[src/rtl/ds1302_sched_ctrl.sv]
`default_nettype none
// ds1302_sched_ctrl -- DS1302 command sequencer: init, periodic time poll, user time set. Rev 1.0
// Optional macro DS1302_TCS_EN adds a trickle-charge register write to the init sequence.

module ds1302_sched_ctrl #(
  parameter int unsigned POLL_CYCLES = 32'd50_000_000,
  parameter logic [7:0]  TCS_VALUE   = 8'hA5
) (
  input  logic       CLK,
  input  logic       RSTn,
  input  logic       Set_Req,
  input  logic [7:0] Set_Sec,
  input  logic [7:0] Set_Min,
  input  logic [7:0] Set_Hour,
  output logic       Set_Ack,
  output logic [1:0] Start_Sig,
  output logic [7:0] Words_Addr,
  output logic [7:0] Write_Data,
  input  logic [7:0] Read_Data,
  input  logic       Done_Sig,
  output logic [7:0] Sec,
  output logic [7:0] Min,
  output logic [7:0] Hour,
  output logic       Time_Valid,
  output logic       Init_Done,
  output logic       Busy
);

  localparam logic [25:0] TMR_LAST = 26'(POLL_CYCLES - 1);
  localparam logic [1:0]  ST_IDLE  = 2'b00;
  localparam logic [1:0]  ST_RD    = 2'b01;
  localparam logic [1:0]  ST_WR    = 2'b10;

  typedef enum logic [3:0] {
    S_INIT_WP    = 4'd0,
    S_INIT_TCS   = 4'd1,
    S_INIT_RDSEC = 4'd2,
    S_INIT_CH    = 4'd3,
    S_IDLE       = 4'd4,
    S_WR_SEC     = 4'd5,
    S_WR_MIN     = 4'd6,
    S_WR_HOUR    = 4'd7,
    S_RD_SEC     = 4'd8,
    S_RD_MIN     = 4'd9,
    S_RD_HOUR    = 4'd10,
    S_UPDATE     = 4'd11
  } state_e;

  state_e      state_q;
  logic        wait_q;
  logic [25:0] timer_q;
  logic        set_pend_q;
  logic        poll_pend_q;
  logic [7:0]  set_sec_q, set_min_q, set_hour_q;
  logic [7:0]  wr_sec_q, wr_min_q, wr_hour_q;
  logic [7:0]  rd_sec_q, rd_min_q, rd_hour_q;

  logic [7:0]  cmd_addr;
  logic [7:0]  cmd_wdata;
  logic        cmd_rd;

  // Command byte, data and direction of the transaction owned by each state.
  always_comb begin
    cmd_addr  = 8'h00;
    cmd_wdata = 8'h00;
    cmd_rd    = 1'b0;
    case (state_q)
      S_INIT_WP:    begin cmd_addr = 8'h8E; cmd_wdata = 8'h00;      end
      S_INIT_TCS:   begin cmd_addr = 8'h90; cmd_wdata = TCS_VALUE;  end
      S_INIT_RDSEC: begin cmd_addr = 8'h81; cmd_rd    = 1'b1;       end
      S_INIT_CH:    begin cmd_addr = 8'h80; cmd_wdata = rd_sec_q;   end
      S_WR_SEC:     begin cmd_addr = 8'h80; cmd_wdata = wr_sec_q;   end
      S_WR_MIN:     begin cmd_addr = 8'h82; cmd_wdata = wr_min_q;   end
      S_WR_HOUR:    begin cmd_addr = 8'h84; cmd_wdata = wr_hour_q;  end
      S_RD_SEC:     begin cmd_addr = 8'h81; cmd_rd    = 1'b1;       end
      S_RD_MIN:     begin cmd_addr = 8'h83; cmd_rd    = 1'b1;       end
      S_RD_HOUR:    begin cmd_addr = 8'h85; cmd_rd    = 1'b1;       end
      default:      begin cmd_addr = 8'h00;                          end
    endcase
  end

  always_ff @(posedge CLK or negedge RSTn) begin
    if (!RSTn) begin
      state_q     <= S_INIT_WP;
      wait_q      <= 1'b0;
      timer_q     <= 26'd0;
      set_pend_q  <= 1'b0;
      poll_pend_q <= 1'b0;
      set_sec_q   <= 8'h00;
      set_min_q   <= 8'h00;
      set_hour_q  <= 8'h00;
      wr_sec_q    <= 8'h00;
      wr_min_q    <= 8'h00;
      wr_hour_q   <= 8'h00;
      rd_sec_q    <= 8'h00;
      rd_min_q    <= 8'h00;
      rd_hour_q   <= 8'h00;
      Start_Sig   <= ST_IDLE;
      Words_Addr  <= 8'h00;
      Write_Data  <= 8'h00;
      Sec         <= 8'h00;
      Min         <= 8'h00;
      Hour        <= 8'h00;
      Set_Ack     <= 1'b0;
      Time_Valid  <= 1'b0;
      Init_Done   <= 1'b0;
      Busy        <= 1'b0;
    end else begin
      Set_Ack    <= 1'b0;
      Time_Valid <= 1'b0;

      case (state_q)
        S_IDLE: begin
          if (set_pend_q) begin
            // Freeze the group's values so a later Set_Req only affects the next pass.
            set_pend_q <= 1'b0;
            wr_sec_q   <= set_sec_q & 8'h7F;
            wr_min_q   <= set_min_q;
            wr_hour_q  <= set_hour_q;
            state_q    <= S_WR_SEC;
          end else if (poll_pend_q) begin
            poll_pend_q <= 1'b0;
            state_q     <= S_RD_SEC;
          end
        end

        S_UPDATE: begin
          Sec        <= rd_sec_q;
          Min        <= rd_min_q;
          Hour       <= rd_hour_q;
          Time_Valid <= 1'b1;
          state_q    <= S_IDLE;
        end

        default: begin
          if (!wait_q) begin
            Start_Sig  <= cmd_rd ? ST_RD : ST_WR;
            Words_Addr <= cmd_addr;
            Write_Data <= cmd_wdata;
            Busy       <= 1'b1;
            wait_q     <= 1'b1;
          end else if (Done_Sig) begin
            Start_Sig <= ST_IDLE;
            Busy      <= 1'b0;
            wait_q    <= 1'b0;
            case (state_q)
              S_INIT_WP: begin
`ifdef DS1302_TCS_EN
                state_q <= S_INIT_TCS;
`else
                state_q <= S_INIT_RDSEC;
`endif
              end
              S_INIT_TCS: state_q <= S_INIT_RDSEC;
              S_INIT_RDSEC: begin
                rd_sec_q <= Read_Data & 8'h7F;
                // Only restart the oscillator if the chip reports it halted.
                if (Read_Data[7]) begin
                  state_q <= S_INIT_CH;
                end else begin
                  Init_Done   <= 1'b1;
                  poll_pend_q <= 1'b1;
                  state_q     <= S_IDLE;
                end
              end
              S_INIT_CH: begin
                Init_Done   <= 1'b1;
                poll_pend_q <= 1'b1;
                state_q     <= S_IDLE;
              end
              S_WR_SEC: state_q <= S_WR_MIN;
              S_WR_MIN: state_q <= S_WR_HOUR;
              S_WR_HOUR: begin
                Set_Ack     <= 1'b1;
                poll_pend_q <= 1'b1;
                state_q     <= S_IDLE;
              end
              S_RD_SEC: begin
                rd_sec_q <= Read_Data & 8'h7F;
                state_q  <= S_RD_MIN;
              end
              S_RD_MIN: begin
                rd_min_q <= Read_Data & 8'h7F;
                state_q  <= S_RD_HOUR;
              end
              S_RD_HOUR: begin
                rd_hour_q <= Read_Data & 8'h3F;
                state_q   <= S_UPDATE;
              end
              default: state_q <= S_IDLE;
            endcase
          end
        end
      endcase

      // Placed after the FSM so a request arriving on a group-start cycle stays pending.
      if (Set_Req) begin
        set_sec_q  <= Set_Sec;
        set_min_q  <= Set_Min;
        set_hour_q <= Set_Hour;
        set_pend_q <= 1'b1;
      end

      if (Init_Done) begin
        if (timer_q == TMR_LAST) begin
          timer_q     <= 26'd0;
          poll_pend_q <= 1'b1;
        end else begin
          timer_q <= timer_q + 26'd1;
        end
      end
    end
  end

endmodule

`default_nettype wire

[config.mk]
export PLATFORM = sky130hd
export DESIGN_NAME = ds1302_sched_ctrl
export DESIGN_NICKNAME = d
export VERILOG_FILES = /design/src/rtl/ds1302_sched_ctrl.sv
export SDC_FILE = /design/constraint.sdc
export NUM_CORES = 1
export LEC_CHECK = 0
export ABC_AREA = 1
export BUFFER_PORTS_ARGS = -buffer_cell sky130_fd_sc_hd__buf_4
export CAP_MARGIN = 30
export CELL_PAD_IN_SITES_DETAIL_PLACEMENT = 0
export CELL_PAD_IN_SITES_GLOBAL_PLACEMENT = 1
export CORE_ASPECT_RATIO = 0.7
export CORE_MARGIN = 1
export CORE_UTILIZATION = 47
export CTS_CLUSTER_SIZE = 20
export DETAILED_ROUTE_END_ITERATION = 7
export GPL_ROUTABILITY_DRIVEN = 0
export PLACE_DENSITY_LB_ADDON = 0.05
export SLEW_MARGIN = 20
export SYNTH_ARGS = -nofsm -noshare
export SYNTH_HDL_FRONTEND = slang
export SYNTH_SLANG_ARGS = --single-unit
[constraint.sdc]
create_clock -name CLK -period 2.8 [get_ports CLK]
set_input_delay 0.56 -clock CLK [delete_from_list [all_inputs] [get_ports CLK]]
set_output_delay 0.56 -clock CLK [all_outputs]
set_load 0.03 [all_outputs]
## Word level (Yosys, flattened, before mapping)

Cells that the tools add are included.

- Output and inout port bits: 46
- Memory bits (read-only): 0
- Latch bits: 0
- Input bits: 36
- Memories: 0
- Register bits: 141
- Memory bits (writable): 0

- Add/subtract/negate cells: 1
- Shifts and indexed selects: 0
- Magnitude comparators: 0
- Divide/modulo/power cells: 0
- Bitwise operators: 2
- Multiplexer cells: 35
- Equality and inequality tests: 15
- Reductions and logical operators: 19
- Multiply operators: 0

Operator list:

| kind | number |
|---|---|
| case mux 8 bit (8 select lines) | 1 |
| case mux 8 bit (5 select lines) | 1 |
| case mux 4 bit (7 select lines) | 1 |
| adder 26 x 1 -> 26 bit, second input constant | 1 |
| equality test 26 bit, second input constant | 1 |
| two-way mux 26 bit | 1 |
| two-way mux 1 bit | 19 |
| equality test 4 x 3 -> 1 bit, second input constant | 4 |
| equality test 4 bit, second input constant | 4 |
| two-way mux 4 bit | 4 |
| AND reduction 4 bit | 3 |
| OR reduction 2 bit | 5 |
| equality test 4 x 2 -> 1 bit, second input constant | 2 |
| case mux 4 bit (2 select lines) | 1 |
| two-way mux 2 bit | 3 |
| case mux 1 bit (2 select lines) | 3 |
| AND reduction 2 bit | 3 |
| nonzero test 3 bit | 2 |
| AND reduction 5 bit | 1 |
| equality test 4 x 1 -> 1 bit, second input constant | 1 |
| zero test 4 bit | 1 |
| inequality test 2 bit, second input constant | 2 |
| nonzero test 2 bit | 2 |
| OR reduction 4 bit | 1 |
| 4 further kinds | 5 |

## Longest topological paths before layout

- Word-level depth: 8
- Depth in mapped cells: 9

## Worst setup path before layout

OpenSTA, ideal clock, no wires.

- Path type: register -> register
- Start: register Init_Done
- End: register timer_q[17]
- Data required time: 2.683 ns
- Cell stages (with the launch flop): 9
- Data arrival time: 1.479 ns
- Setup time: 0.117 ns
- Path buffers: 1
- Path slack: 1.204 ns
- Clock period less this slack: 1.596 ns
- Path through: dfrtp_1 > buf_4 > nand2_1 > nor2_1 > nand2_2 > nor2_4 > nand3_1 > nor2_1 > nor2_1

RTL lines:

| what | RTL line | text |
|---|---|---|
| start, declared | 25 | `output logic Init_Done,` |
| start signal, assigned | 106 | `Init_Done <= 1'b0;` |
| start signal, assigned | 161 | `Init_Done <= 1'b1;` |
| start signal, assigned | 167 | `Init_Done <= 1'b1;` |
| end signal, assigned | 209 | `timer_q <= timer_q + 26'd1;` |
| end, declared | 51 | `logic [25:0] timer_q;` |

## Worst setup path after layout

- Start: register state_q[1]
- End: register Words_Addr[0]

- Word-level cells in the longest chain between the ends: 4

RTL lines:

| what | RTL line | text |
|---|---|---|
| start, declared | 49 | `state_e state_q;` |
| start signal, assigned | 84 | `state_q <= S_INIT_WP;` |
| start signal, assigned | 120 | `state_q <= S_WR_SEC;` |
| start signal, assigned | 123 | `state_q <= S_RD_SEC;` |
| parallel branches: the longest is 4 deep, another holds case mux 8 bit (8 select lines) | n/a |  |
| end signal, assigned | 138 | `Words_Addr <= cmd_addr;` |
| end, declared | 17 | `output logic [7:0] Words_Addr,` |

Parallel ways; which one is timed is not known.
A chain may end at the register's enable or synchronous reset.

==> results.md <==
- Slew margin rel.: 58.6%
- Postcts setup bufs: 0
- Initial antenna violation count: 0
- Post-route ant nets: 0
- Top cells by count, synth: 242 x nand2_1, 139 x dfrtp_1, 78 x inv_1, 77 x o21ai_0, 56 x nor2_1
- Initial drt markers: 384
- Ratio of cells with drive above 1 in the final layout: 18.4%
- Final HPWL DP: 10300 um
- Slew @ Worst Pin: 0.621 ns
- Period utilisation layout: 73.3%
- Max clock buf depth: 2
- Clock Sinks: 139
- EDFF count, synth: 0
- Largest net degree at the start of global routing: 63
- Vias: 5026
- Synth Cell Area: 6340 um^2
- Ant. Diodes: 0
- Global route total overflow: 0
- Synth area leader: dfrtp_1
- Data arrival, critical path: 2.35 ns
- Setup violators final: 0
- Layout Nets: 868
- CP required: 3.10 ns
- Cell area power density: 982 nW/um^2
- Cell Rows: 35
- Vias per inst: 4.88
- Dpl cells: 997
- Worst Setup End Kind: flop
- Proportion of netlist area held by the largest area contributor: 54.8%
- Final Critical Period: 2.05 ns
- MaxCap Viol Count: 0
- Clk slew on worst S/H paths: 0.07 ns
- Worst Setup Slack post-DPL: 0.812 ns
- Synth Register Bits: 139
- Final Non-Filler Cells: 1029
- Routed WL: 14400 um
- Die X: 141 um
- Syn_area_per_cell: 8.41 um^2
- Slew Viols, Final: 0
- Crit start category: flop
- Fillers: 1241
- Htree depth: 4
- Yosys warning count: 0
- Drt drc: 0
- Peak supply drop: 0.441 mV
- TNS Setup: 0 ns
- Outcome: complete, no violations
- Leak: 0.00386 uW
- Layout Skew: 0.0109 ns
- # resized after CTS: 0
- Seq/Total Area, Yosys: 54.8%
- DIE HEIGHT: 99.2 um
- Crit path kind: reg2reg
- Main area contributors after synthesis: dfrtp_1 55%, nand2_1 14%, o21ai_0 6.1%
- Area Overhead vs Synth: 20.3%
- Worst Path Max Fanout: 21
- CTS tree: yes
- Detailed Routing Iterations Pass 1: 7
- First-pass GRT wire length: 23600 um
- Boundary Pins: 82
- CTS hold repair buffers: 0
- CTS Buf Count: 17
- Root buffer cell: clkbuf_16
- Number of I/O port buffers: 74
- Tot Pwr: 7490 uW
- Hold Vio Cnt, Final: 0
- Total GRT Usage: 22.0%
- Vias in the first global route: 4707
- Syn Inst Count: 754
- Starting density of the core: 48.1%
- Hold Crit Class: in2async
- Post-synth cell types: 35
- Core box area: 13200 um^2
- Skew-Pair Late Insertion Delay: 0.42 ns
- DR WL/cell: 14.0 um
- Post-synth top flop: dfrtp_1
- Fmax: 487 MHz
- Setup ws final: 0.748 ns
- Die Area: 14000 um^2
- RSZ-0062 raised after global routing: false
- Most frequent cell after synthesis: nand2_1
- Share of flip-flops with an asynchronous set or reset: 100%
==> cell type report <==
type	instances	area [um^2]	share of cell area [%]
timing repair buffer	77	607	7.95
clock inverter	14	161	2.12
tap	185	231	3.03
inverter	85	319	4.18
clock buffer	18	429	5.62
multi-input combinational	511	2400	31.5
sequential	139	3480	45.6
==> worst max-delay path, cell delays in order (launching register included) <==
cell and delay (ns):
dfrtp_1 0.46, nand2_2 0.17, nor2_4 0.25, nor2_4 0.10
nand2_2 0.34, inv_1 0.34, o21a_1 0.27
==> cells in the final DEF (no fill, tap or decap), types with 4 or more instances in the layout <==
cell	n
a21oi_1	10
buf_4	74
clkbuf_16	17
clkinvlp_4	4
conb_1	6
dfrtp_1	139
inv_1	78
inv_2	7
inv_6	4
nand2_1	242
nand2_2	13
nand3_1	33
nand4_1	16
nor2_1	56
nor2_2	4
nor2_4	5
nor3_1	7
o21ai_0	77
o21ai_2	13
xor2_1	8
==> power by group <==
part	internal, uW	leakage, uW	switching, uW
sequential	2560	0.00175	340
combinational	761	0.00184	1580
clock	1330	0.000278	913
==> per-layer routing <==
metal / wire length (um) / vias up / track usage [%]
met4: 136 / 0 / 6.52
met1: 7640 / 2332 / 34.0
met3: 987 / 13 / 5.44
li1: - / 2531 / -
met2: 5680 / 150 / 30.2
met5: 0 / - / 0
==> cell families after synthesis <==
family,count (synthesis),share of synthesized area (%)
buffers and inverters,109,7.56
adders and majority gates,1,0.197
xor gates and xnor gates,10,1.38
AOI/OAI and AO/OA,110,9.73
DFF,139,54.8
other,1,0.0591
and+or+nand+nor,384,26.2
==> final timing paths <==
path,from,endpoint,slack [ns],depth (start not counted)
min in group CLK,Set_Sec[1],set_sec_q[1],0.35,3
worst min register to register,wr_sec_q[0],wr_sec_q[0],0.48,2
max in group asynchronous,RSTn,timer_q[24],1.97,2
worst max register to register,state_q[1],Words_Addr[0],0.75,6
worst min-delay path,RSTn,timer_q[0],0.12,1
worst max-delay path,state_q[1],Words_Addr[0],0.75,6
==> stage by stage <==
stage	hold WS (ns)	cell area [um^2]	utilization, %
finish	0.123	7630	57.9
global route	0.162	7630	57.9
CTS	0.152	7630	57.9
detailed placement	0.465	7040	53.4
global placement	0.456	7040	53.4
floorplan	0.264	6360	-
==> flip-flops by register name, indices dropped and copies added (netlist names) <==
signal	count
wr_sec_q	7
Words_Addr	6
Busy	1
Start_Sig	2
rd_sec_q	7
Min	7
Sec	7
set_pend_q	1
wait_q	1
Time_Valid	1
Set_Ack	1
timer_q	26
state_q	4
Hour	6
Init_Done	1
Write_Data	8
set_sec_q	7
set_hour_q	8
rd_min_q	7
set_min_q	8
poll_pend_q	1
wr_min_q	8
wr_hour_q	8
rd_hour_q	6
Power figures use the tool's default switching activity.
